**config.mk**
```make
export PLATFORM = sky130hd
export DESIGN_NAME = reg_index_encoder
export DESIGN_NICKNAME = d
export VERILOG_FILES = /design/src/rtl/reg_index_encoder_pkg.sv /design/src/rtl/reg_prio_encode.sv /design/src/rtl/reg_index_encoder.sv
export SDC_FILE = /design/constraint.sdc
export NUM_CORES = 1
export LEC_CHECK = 0
export ABC_AREA = 1
export CAP_MARGIN = 20
export CELL_PAD_IN_SITES_DETAIL_PLACEMENT = 0
export CELL_PAD_IN_SITES_GLOBAL_PLACEMENT = 1
export CORE_ASPECT_RATIO = 0.75
export CORE_MARGIN = 3
export CORE_UTILIZATION = 37
export DETAILED_ROUTE_END_ITERATION = 7
export PLACE_DENSITY_LB_ADDON = 0.25
export SKIP_CTS_REPAIR_TIMING = 1
export SYNTH_ARGS = -nofsm -noshare
export SYNTH_HDL_FRONTEND = slang
export SYNTH_SLANG_ARGS = --single-unit
export TNS_END_PERCENT = 100
```
**constraint.sdc**
```tcl
create_clock -name clk -period 3.79 [get_ports clk]
set_input_delay 0.758 -clock clk [delete_from_list [all_inputs] [get_ports clk]]
set_output_delay 0.758 -clock clk [all_outputs]
set_load 0.01 [all_outputs]
```
**src/rtl/reg_index_encoder_pkg.sv**
```systemverilog
// Shared definitions for the register-index encoder: address/count widths,
// the x0 index constant and the sequencing state type.
package reg_index_encoder_pkg;

  localparam int REG_ADDR_W = 5;
  localparam int REG_COUNT  = 32;

  localparam logic [REG_ADDR_W-1:0] X0_IDX = 5'd0;

  typedef enum logic {
    IDLE = 1'b0,
    EMIT = 1'b1
  } state_e;

endpackage

```
**src/rtl/reg_prio_encode.sv**
```systemverilog
// Combinational priority encoder over a register mask: selected index,
// any-bit-set flag and exactly-one-bit-set flag. Direction set by LSB_FIRST.
module reg_prio_encode
  import reg_index_encoder_pkg::*;
#(
  parameter bit LSB_FIRST = 1'b1
) (
  input  logic [REG_COUNT-1:0]  vec_i,
  output logic [REG_ADDR_W-1:0] idx_o,
  output logic                  any_o,
  output logic                  single_o
);

  // Later loop iterations win, so scan from the low-priority end.
  always_comb begin
    int k;
    idx_o = X0_IDX;
    k     = 0;
    for (int i = 0; i < REG_COUNT; i++) begin
      k     = LSB_FIRST ? (REG_COUNT - 1 - i) : i;
      idx_o = vec_i[k] ? REG_ADDR_W'(k) : idx_o;
    end
  end

  assign any_o    = |vec_i;
  assign single_o = any_o && ((vec_i & (vec_i - 32'd1)) == 32'd0);

endmodule

```
**src/rtl/reg_index_encoder.sv**
```systemverilog
// Accepts a 32-bit register-select mask and emits one 5-bit register index
// per cycle under valid/ready flow control, with a done pulse per mask.
module reg_index_encoder
  import reg_index_encoder_pkg::*;
#(
  parameter bit SKIP_X0   = 1'b1,
  parameter bit LSB_FIRST = 1'b1
) (
  input  logic                  clk,
  input  logic                  rst_n,
  input  logic                  en,
  input  logic                  in_valid,
  output logic                  in_ready,
  input  logic [REG_COUNT-1:0]  in_mask,
  output logic                  out_valid,
  input  logic                  out_ready,
  output logic [REG_ADDR_W-1:0] out_idx,
  output logic                  out_last,
  output logic [REG_ADDR_W-1:0] out_seq,
  output logic                  done
);

  state_e                  state_q, state_d;
  logic [REG_COUNT-1:0]    pending_q, pending_d;
  logic [REG_ADDR_W-1:0]   seq_q, seq_d;
  logic                    done_q, done_d;

  logic [REG_COUNT-1:0]    mask_s;
  logic [REG_ADDR_W-1:0]   enc_idx_s;
  logic                    enc_any_s;
  logic                    enc_single_s;
  logic                    in_hs_s;
  logic                    out_hs_s;
  logic                    emit_s;

  assign mask_s = SKIP_X0 ? {in_mask[REG_COUNT-1:1], 1'b0} : in_mask;

  reg_prio_encode #(
    .LSB_FIRST (LSB_FIRST)
  ) u_prio (
    .vec_i    (pending_q),
    .idx_o    (enc_idx_s),
    .any_o    (enc_any_s),
    .single_o (enc_single_s)
  );

  assign emit_s    = (state_q == EMIT);
  assign in_ready  = rst_n & en & (state_q == IDLE);
  assign out_valid = emit_s & en;
  assign out_idx   = emit_s ? enc_idx_s : X0_IDX;
  assign out_last  = emit_s & enc_single_s;
  assign out_seq   = emit_s ? seq_q : 5'd0;
  assign done      = done_q & en;

  assign in_hs_s  = in_valid & in_ready;
  assign out_hs_s = out_valid & out_ready;

  // Next-state logic; a pending done is only retired in a cycle where en shows it.
  always_comb begin
    state_d   = state_q;
    pending_d = pending_q;
    seq_d     = seq_q;
    done_d    = done_q & ~en;
    case (state_q)
      IDLE: begin
        if (in_hs_s) begin
          pending_d = mask_s;
          seq_d     = 5'd0;
          if (mask_s == 32'd0) begin
            done_d = 1'b1;
          end else begin
            state_d = EMIT;
          end
        end else begin
          state_d = IDLE;
        end
      end
      EMIT: begin
        if (out_hs_s) begin
          pending_d = pending_q & ~(32'd1 << enc_idx_s);
          seq_d     = seq_q + 5'd1;
          if (enc_single_s || !enc_any_s) begin
            state_d = IDLE;
            done_d  = 1'b1;
          end else begin
            state_d = EMIT;
          end
        end else begin
          state_d = EMIT;
        end
      end
      default: begin
        state_d = IDLE;
      end
    endcase
  end

  // State registers.
  always_ff @(posedge clk or negedge rst_n) begin
    if (!rst_n) begin
      state_q   <= IDLE;
      pending_q <= 32'd0;
      seq_q     <= 5'd0;
      done_q    <= 1'b0;
    end else begin
      state_q   <= state_d;
      pending_q <= pending_d;
      seq_q     <= seq_d;
      done_q    <= done_d;
    end
  end

endmodule

```
* After elaboration in Yosys (flattened, before gate mapping)
Index checks and enable logic that the tools add are counted.
Storage, ports and cells: register bits 39, word-level logic and storage cells 79, output and inout bits 14
Cells by class: bitwise operators 13, reduce and logical (&&, ||, !) cells 7, shift-type cells 1, equal/unequal tests 2, add/subtract/negate cells 2, mux-type cells 50
Operator list (count):
- 5-bit 2-to-1 mux | 36
- 32-bit bitwise AND | 2
- 32-bit zero test | 2
- 32-bit 2-to-1 mux | 2
- 32-bit case mux with 2 select lines | 1
- 32-bit inverter | 1
- 32-bit OR reduction | 1
- 1-bit by 5-bit << shifter with 32-bit output, first input constant | 1
- 32-bit by 1-bit subtractor with 32-bit output, second input constant | 1
- 5-bit case mux with 2 select lines | 1
- 1-bit bitwise AND | 8
- 1-bit 2-to-1 mux | 8
- 5-bit by 1-bit adder with 5-bit output, second input constant | 1
- 1-bit case mux with 2 select lines | 2
- 2-bit by 1-bit inequality test with 1-bit output, second input constant | 1
- 2-bit inequality test, second input constant | 1
- 1-bit inverter | 2
- 2-bit AND reduction | 1
- 1-bit logical AND | 1
- 1-bit zero test | 1
- 1-bit logical OR | 1

* Logic depth before layout (Yosys ltp)
Gate-level depths: netlist (run 1).
word-level depth 37, mapped depth 33, mapped depth without buffers 33

* By module
Synthesis (run 1) repeated with hierarchy kept, for this count alone.
Unflattened totals: cell total of the unflattened synthesis 445, area, all modules 2954.1 µm²
Modules (own cells, without submodules):
- reg_index_encoder | area each 2169.6 µm², cells an instance 281, instances 1, seq. area each 975.9 µm²
- reg_prio_encode | area each 784.5 µm², cells an instance 164, instances 1, seq. area each 0.0 µm²

* Least setup slack after synthesis (run 1)
No wires, ideal clock.
path type register to output, start register pending_q[1], end output port out_last, arrival time 2312 ps, data required time 3032 ps, path buffers 0, cell stages (with the launch flop) 19, slack 720 ps, path through dfrtp_1 > nor2_2 > inv_2 > nor2_2 > inv_2 > nor2_4 > inv_2 > nor2_2 > inv_2 > nor2_8 > inv_4 > nor2_8 > nand3_2 > nor2_4 > nand2_1 > o21a_1 > nor4_2 > nand4_1 > a211oi_1
On the way: word-level cells in the longest chain between the ends 5, elaborated cells between the ends (all ways) 6, those cells by class add/sub: 1; bitwise: 2; reduce/logical: 3
Ends and longest elaborated chain:
- start, declared | RTL line reg_index_encoder.sv:24 | logic [REG_COUNT-1:0] pending_q, pending_d;
- start signal, assigned | RTL line reg_index_encoder.sv:107 | pending_q <= pending_d;
- 32-bit by 1-bit subtractor with 32-bit output | RTL line reg_prio_encode.sv:26 | assign single_o = any_o && ((vec_i & (vec_i - 32'd1)) == 32'd0);
- 32-bit bitwise AND | RTL line reg_prio_encode.sv:26
- 32-bit zero test | RTL line reg_prio_encode.sv:26
- 1-bit logical AND * | RTL line reg_prio_encode.sv:26
- 1-bit bitwise AND * | RTL line reg_index_encoder.sv:51 | assign out_last = emit_s & enc_single_s;
- end, declared | RTL line reg_index_encoder.sv:18 | output logic out_last,
Mark *: on every way between the ends. The rest lies on a longest branch, timed or not.

* Worst setup path in the final report (run 1)
start register pending_q[0], end output port out_last
Same word-level chain as after synthesis.

==> run_results.csv, run 1 <==
group,metric,value,unit
place,port_buffers,49,
timing,relative_slew_slack,0.650,
clock_tree,clkLatencyLatePin,0.30,ns
grt,track_usage,0.184,
job,timing.max_cap.violations,0,
clock_tree,cts_made_buffers,5,
routing,route.final.wire_length,7620,um
critical_path,worst-endpoint-required,3.03,ns
run_status,outcome,"finished clean",
synthesis,yosysWarningCount,0,
grt,antenna_violations_before_repair,0,
timing,timing_worst_slew_pin_value,0.525,ns
min_path,hold_class,"reg2reg",
critical_path,critPathMaxFanout,6,
floorplanning,die_w,105,um
pwr,power.density_cell_area,856,mW/mm^2
synthesis,mapped_cells,390,
critical_path,kind_of_capture_point_of_the_worst_setup_path,"output port",
timing,rsz_0062_raised_after_global_routing,"yes",
timing,final-hold-violation-count,0,
clock_tree,cts.sink_count,39,
layout,num-fill-cells,724,
routing,post-route-drc-count,0,
grt,grt-ovfl-total,0,
synthesis,seq_cells_post_synth,39,
synthesis,yosys.area.top_type,"sky130_fd_sc_hd__dfrtp_1",
clock_tree,tritoncts,"yes",
timing,final.period_utilization,0.956,
place,dpl.cell_count,549,
routing,route.vias.total,2834,
synthesis,avgSynthCellArea,6.99,sq um
critical_path,crit-reg2reg-launch,"pending_q[0]$_DFFE_PN0P_",
layout,drive_gt1_frac,0.126,
synthesis,synth.top_cell.area_share,0.358,
timing,finalSetupViolations,0,
critical_path,crit_path_top_delay_cell,"sky130_fd_sc_hd__dfrtp_1",
timing,post_route_minimum_period,3.62,ns
min_path,hold_path_depth,2,
clock_tree,clockBufferDepth,2,
floorplanning,rows,26,
grt,first_global_vias,2550,
routing,postRouteAntennaNets,0,
routing,drt_iter0_drc,151,
layout,num-nets-final,496,
grt,grt_pass1_wl,12600,um
critical_path,cp.arrival,2.87,ns
synthesis,syn_area,0.00273,sq mm
floorplanning,core_region_area,0.00699,sq mm
synthesis,synth_cell_types,37,
layout,finished_layout_cells,557,
pwr,power.total,3.06,mW
timing,setup_tns,0,ns
synthesis,ys_seq_area_frac,0.358,
synthesis,synth_edf_count,0,
clock_tree,cts_root_buffer,"sky130_fd_sc_hd__clkbuf_8",
pwr,vdd_ir_drop_max,0.366,mV
synthesis,number_of_nets_produced_by_synthesis,428,
routing,drt_first_pass_iters,5,
min_path,worstHoldStart,"done_q$_DFF_PN0_",
pwr,cellLeakagePower,1.74,nW
synthesis,synth.top_cells.by_area,"sky130_fd_sc_hd__dfrtp_1, sky130_fd_sc_hd__nand2_1, sky130_fd_sc_hd__inv_1, sky130_fd_sc_hd__o211ai_1, sky130_fd_sc_hd__nor2_1",
place,detailed_place_hpwl,5800,um
layout,final_cell_mix,"sky130_fd_sc_hd__nand2_1, sky130_fd_sc_hd__inv_1, sky130_fd_sc_hd__clkdlybuf4s50_1",
critical_path,regToRegEndpoint,"emit_s$_DFF_PN0_",
floorplanning,floorplan.initialDensity,0.390,
floorplanning,io-pin-count,51,
critical_path,critPathKind,"reg2out",
timing,finalWorstSetupSlack,0.166,ns
routing,drt-vias-per-instance,5.09,
synthesis,async_flop_share,1.00,
timing,worst_clock_skew,0.00913,ns
clock_tree,cts_max_level,2,
floorplanning,die_area,0.00845,sq mm
critical_path,crit_chain,"nor2_2 > inv_2 > nor2_2 > inv_2 > nor2_4 > inv_2 > nor2_2 > inv_2 > nor2_8 > inv_4 > nor2_8 > nand2_1 > o21ai_1 > o2111ai_1 > nor4b_4 > nand4_1 > a211oi_2 > clkbuf_2",
critical_path,longest_individual_stage_delay_on_the_worst_path,0.41,ns
clock_tree,worst_setup_hold_path_clk_slew,0.08,ns
critical_path,worst-r2r-cell-count,19,
place,gp_routability_congestion,0.846,
critical_path,crit_start_category,"flop",
floorplanning,dieHeight,80.3,um
place,preCtsSetupSlack,0.0520,ns
min_path,worst_hold_path.endpoint,"done_q$_DFF_PN0_",
grt,grt_max_degree,40,
timing,max_freq,0.276,GHz
critical_path,r2r_slack,1.06,ns
timing,slew_viol_final,0,
synthesis,yosys_most_used_dff,"sky130_fd_sc_hd__dfrtp_1",
routing,wl_per_cell,13.7,um
layout,antennaDiodeCount,0,
layout,area_growth,31.3,%
layout,mostFrequentLayoutCell,"sky130_fd_sc_hd__nand2_1",
critical_path,worst_path_most_repeated_cell,"sky130_fd_sc_hd__inv_2",
-- how the worst max path moves through the flow --
| stage | startpoint | to | slack (ns) | cells past startpoint |
|---|---|---|---|---|
| finish | pending_q[0]$_DFFE_PN0P_ | out_last | 0.17 | 18 |
| global placement | pending_q[1]$_DFFE_PN0P_ | out_last | 0.05 | 18 |
| detailed placement | pending_q[1]$_DFFE_PN0P_ | out_last | 0.05 | 18 |
| floorplan | pending_q[1]$_DFFE_PN0P_ | out_last | 0.72 | 18 |
| CTS | pending_q[1]$_DFFE_PN0P_ | out_last | -0.30 | 18 |
| global route | pending_q[1]$_DFFE_PN0P_ | out_last | -0.05 | 17 |
-- synth_stat cells, types with 2 or more instances --
cell and instances:
sky130_fd_sc_hd__nor4_1 8, sky130_fd_sc_hd__nor2_8 2, sky130_fd_sc_hd__o2111ai_1 3, sky130_fd_sc_hd__a211oi_1 2
sky130_fd_sc_hd__nand4_1 13, sky130_fd_sc_hd__o21ai_0 10, sky130_fd_sc_hd__inv_1 69, sky130_fd_sc_hd__o21ai_2 2
sky130_fd_sc_hd__nand2_1 83, sky130_fd_sc_hd__inv_2 6, sky130_fd_sc_hd__dfrtp_1 39, sky130_fd_sc_hd__o221ai_1 8
sky130_fd_sc_hd__a31oi_1 4, sky130_fd_sc_hd__o311ai_0 2, sky130_fd_sc_hd__nor2_1 34, sky130_fd_sc_hd__o211ai_1 21
sky130_fd_sc_hd__nor2_4 2, sky130_fd_sc_hd__nand3_1 25, sky130_fd_sc_hd__a21oi_1 16, sky130_fd_sc_hd__clkbuf_1 7
sky130_fd_sc_hd__nor2_2 3, sky130_fd_sc_hd__a41oi_1 2, sky130_fd_sc_hd__buf_1 7, sky130_fd_sc_hd__nor3_1 9
-- power by group --
group	switching, mW	leakage [nW]	total (mW)	internal (mW)
combinational	1.21	1.18	2.12	0.909
sequential	0.110	0.520	0.664	0.554
clock	0.151	0.0422	0.281	0.129
total	1.47	1.74	3.06	1.59
-- worst max-delay path: cells and delay by family, from the launching register on --
| kind | cells | cell delay, ns |
|---|---|---|
| AOI/OAI and AO/OA | 3 | 0.57 |
| buffers and inverters | 6 | 0.48 |
| DFF | 1 | 0.41 |
| and+or+nand+nor | 9 | 1.10 |
-- cell families (layout without fill, tap and decap cells) --
kind of cell,Yosys count,after routing,share of synthesized area
AND/OR/NAND/NOR,184,184,0.321
buffers and inverters,90,159,0.125
AO/OA/AOI/OAI,76,76,0.191
flip-flops,39,39,0.358
adder cells (fa/ha/maj),1,1,0.00459
-- sequential cells by signal, summed over array words and instances (netlist names) --
signal	count
pending_q	32
seq_q	5
done_q	1
emit_s	1
-- area by class of cell --
cell class	count	area [sq um]	area share
Multi-Input combinational cell	261	1430	0.400
Sequential cell	39	976	0.273
Timing Repair Buffer	75	678	0.190
Inverter	76	288	0.0804
Tap cell	98	123	0.0343
Clock buffer	7	76.3	0.0213
Clock inverter	1	5.00	0.00140
-- stage by stage --
step / area (sq um) / hold WS (ns) / utilization
2_1_floorplan: 2730 / 0.455 / -
3_5_place_dp: 3480 / 0.475 / 0.497
6_report: 3580 / 0.489 / 0.512
5_1_grt: 3580 / 0.521 / 0.512
3_3_place_gp: 3480 / 0.471 / 0.497
4_1_cts: 3560 / 0.494 / 0.509
-- metal layers --
| metal | global-route usage | part of all wire |
|---|---|---|
| met5 | 0 | 0 |
| met4 | 0.0393 | 0.0059 |
| met3 | 0.0289 | 0.051 |
| met2 | 0.281 | 0.43 |
| met1 | 0.274 | 0.51 |
(Power assumes the default switching activity.)
==> run 2: changes to the inputs <==
- SLEW_MARGIN: unset -> 10
==> results of run 2 <==
Final layout, timing and power as in run 1 (identical DEF).
==> run 3: changes to the inputs <==
- PLACE_DENSITY: unset -> 0.76
- PLACE_DENSITY_LB_ADDON: 0.25 -> unset
==> run 3 against run 2 <==
Design area grew 1.3%. Fmax shrank 0.54%. Combinational power is essentially flat. Register-to-register slack lost 0.19 ns. Wire length grew 4.9%. Critical path type unchanged.
==> run_results.csv, run 3 (synthesis results as in run 1) <==
group,metric,value,unit
timing,finalSetupViolations,0,
critical_path,cp.arrival,2.89,ns
layout,regMostFlops,"pending_q",
grt,antenna_violations_before_repair,0,
floorplanning,die_w,105,um
min_path,hold_class,"reg2reg",
floorplanning,dieHeight,80.3,um
layout,area_growth,33.0,%
critical_path,crit_chain,"nor2_2 > inv_2 > nor2_2 > inv_2 > nor2_4 > inv_2 > nor2_2 > inv_2 > nor2_8 > inv_4 > nor2_8 > nand2_1 > o21ai_2 > o2111ai_2 > nor4b_2 > nand4_1 > a211oi_2 > clkbuf_2",
timing,relative_slew_slack,0.606,
place,port_buffers,49,
min_path,worstHoldStart,"done_q$_DFF_PN0_",
timing,finalWorstSetupSlack,0.146,ns
routing,wl_per_cell,14.3,um
critical_path,worst-endpoint-required,3.03,ns
layout,drive_gt1_frac,0.145,
critical_path,critPathMaxFanout,6,
floorplanning,floorplan.initialDensity,0.390,
pwr,net-switching-power,1.50,mW
grt,first_global_vias,2702,
timing,final-hold-violation-count,0,
layout,mostFrequentLayoutCell,"sky130_fd_sc_hd__nand2_1",
critical_path,kind_of_capture_point_of_the_worst_setup_path,"output port",
floorplanning,io-pin-count,51,
grt,track_usage,0.197,
floorplanning,rows,26,
routing,route.final.wire_length,8000,um
run_status,outcome,"finished clean",
critical_path,regToRegEndpoint,"emit_s$_DFF_PN0_",
timing,final.period_utilization,0.961,
pwr,power_report.internal_total,1.65,mW
critical_path,worst-r2r-cell-count,20,
grt,grt-ovfl-total,0,
layout,antennaDiodeCount,0,
timing,slew_viol_final,0,
timing,post_route_minimum_period,3.64,ns
min_path,hold_path_depth,2,
clock_tree,cts_root_buffer,"sky130_fd_sc_hd__clkbuf_8",
critical_path,crit-reg2reg-launch,"pending_q[1]$_DFFE_PN0P_",
pwr,power.density_cell_area,868,mW/mm^2
timing,worst_clock_skew,0.00258,ns
place,detailed_place_hpwl,5960,um
clock_tree,worst_setup_hold_path_clk_slew,0.08,ns
place,gp_routability_congestion,0.859,
timing,holdWs,0.489,ns
routing,drt-vias-per-instance,5.07,
layout,final_cell_mix,"sky130_fd_sc_hd__nand2_1, sky130_fd_sc_hd__inv_1, sky130_fd_sc_hd__clkdlybuf4s50_1",
critical_path,critPathKind,"reg2out",
critical_path,longest_individual_stage_delay_on_the_worst_path,0.40,ns
pwr,power.share.switching,0.477,
timing,timing_worst_slew_pin_value,0.589,ns
job,timing.max_cap.violations,0,
routing,postRouteAntennaNets,0,
pwr,seq_power_share,0.211,
clock_tree,cts.sink_count,39,
timing,max_freq,0.274,GHz
timing,rsz_0062_raised_after_global_routing,"yes",
critical_path,worst_path_most_repeated_cell,"sky130_fd_sc_hd__inv_2",
routing,route.vias.total,2844,
place,preCtsSetupSlack,0.0505,ns
routing,drt_iter0_drc,153,
layout,num-nets-final,500,
pwr,share_clk_of_total_power,0.105,
routing,post-route-drc-count,0,
clock_tree,clkLatencyLatePin,0.30,ns
clock_tree,clockBufferDepth,2,
grt,grt_pass1_wl,13300,um
critical_path,r2r_slack,0.87,ns
clock_tree,tritoncts,"yes",
floorplanning,core_region_area,0.00699,sq mm
critical_path,crit_path_top_delay_cell,"sky130_fd_sc_hd__dfrtp_1",
pwr,cellLeakagePower,1.75,nW
layout,largestRegisters,"pending_q (32), seq_q (5)",
min_path,worst_hold_path.endpoint,"done_q$_DFF_PN0_",
grt,grt_max_degree,40,
clock_tree,cts_max_level,2,
critical_path,crit_start_category,"flop",
layout,utilization,0.518,
clock_tree,cts_made_buffers,5,
layout,largest_register_ff_count,32,
routing,drt_first_pass_iters,4,
floorplanning,die_area,0.00845,sq mm
pwr,p_comb_frac,0.684,
pwr,vdd_ir_drop_max,0.289,mV
==> run 3: power by group through the flow <==
stage	Combinational, mW	Sequential, mW	Clock, mW
5_1_grt	2.43	0.682	0.355
6_report	2.15	0.664	0.330
3_5_place_dp	2.12	0.666	0
4_1_cts	2.14	0.658	0.334
2_1_floorplan	1.30	0.647	0
3_3_place_gp	2.12	0.664	0
==> run 3: routing by layer <==
layer	vias to the layer above	track usage	share of wire
met3	5	0.0353	0.050
li1	1469	-	-
met5	-	0	0
met1	1299	0.291	0.51
met4	0	0.0393	0.0070
met2	71	0.302	0.43
==> run 3: worst max-delay path: cells and delay by family, from the launching register on <==
kind	cells	cell delay (ns)
AO/OA/AOI/OAI	3	0.50
buffers and inverters	6	0.46
flip-flops	1	0.40
AND/OR/NAND/NOR	9	1.23
==> run 3: cell type report <==
class | instances | area, sq um
multi-input combinational | 261 | 1440
fill | 727 | 3370
timing repair buffer | 79 | 701
inverter | 76 | 288
sequential | 39 | 976
tap | 98 | 123
clock buffer | 8 | 100
==> run 3: worst max-delay path by stage <==
| stage | start | end |
|---|---|---|
| after global routing | pending_q[1]$_DFFE_PN0P_ | out_last |
| after detailed placement | pending_q[1]$_DFFE_PN0P_ | out_last |
| after floorplan | pending_q[1]$_DFFE_PN0P_ | out_last |
| after CTS | pending_q[1]$_DFFE_PN0P_ | out_last |
| final | pending_q[1]$_DFFE_PN0P_ | out_last |
| after global placement | pending_q[1]$_DFFE_PN0P_ | out_last |
==> run 3: stage by stage <==
stage	TNS, ns	std cells	total power [mW]	instance area (sq um)
6_report	0	561	3.15	3620
5_1_grt	-0.169	561	3.47	3620
4_1_cts	-0.356	559	3.13	3590
3_5_place_dp	0	551	2.79	3490
3_3_place_gp	0	551	2.78	3490
2_1_floorplan	0	390	1.95	2730
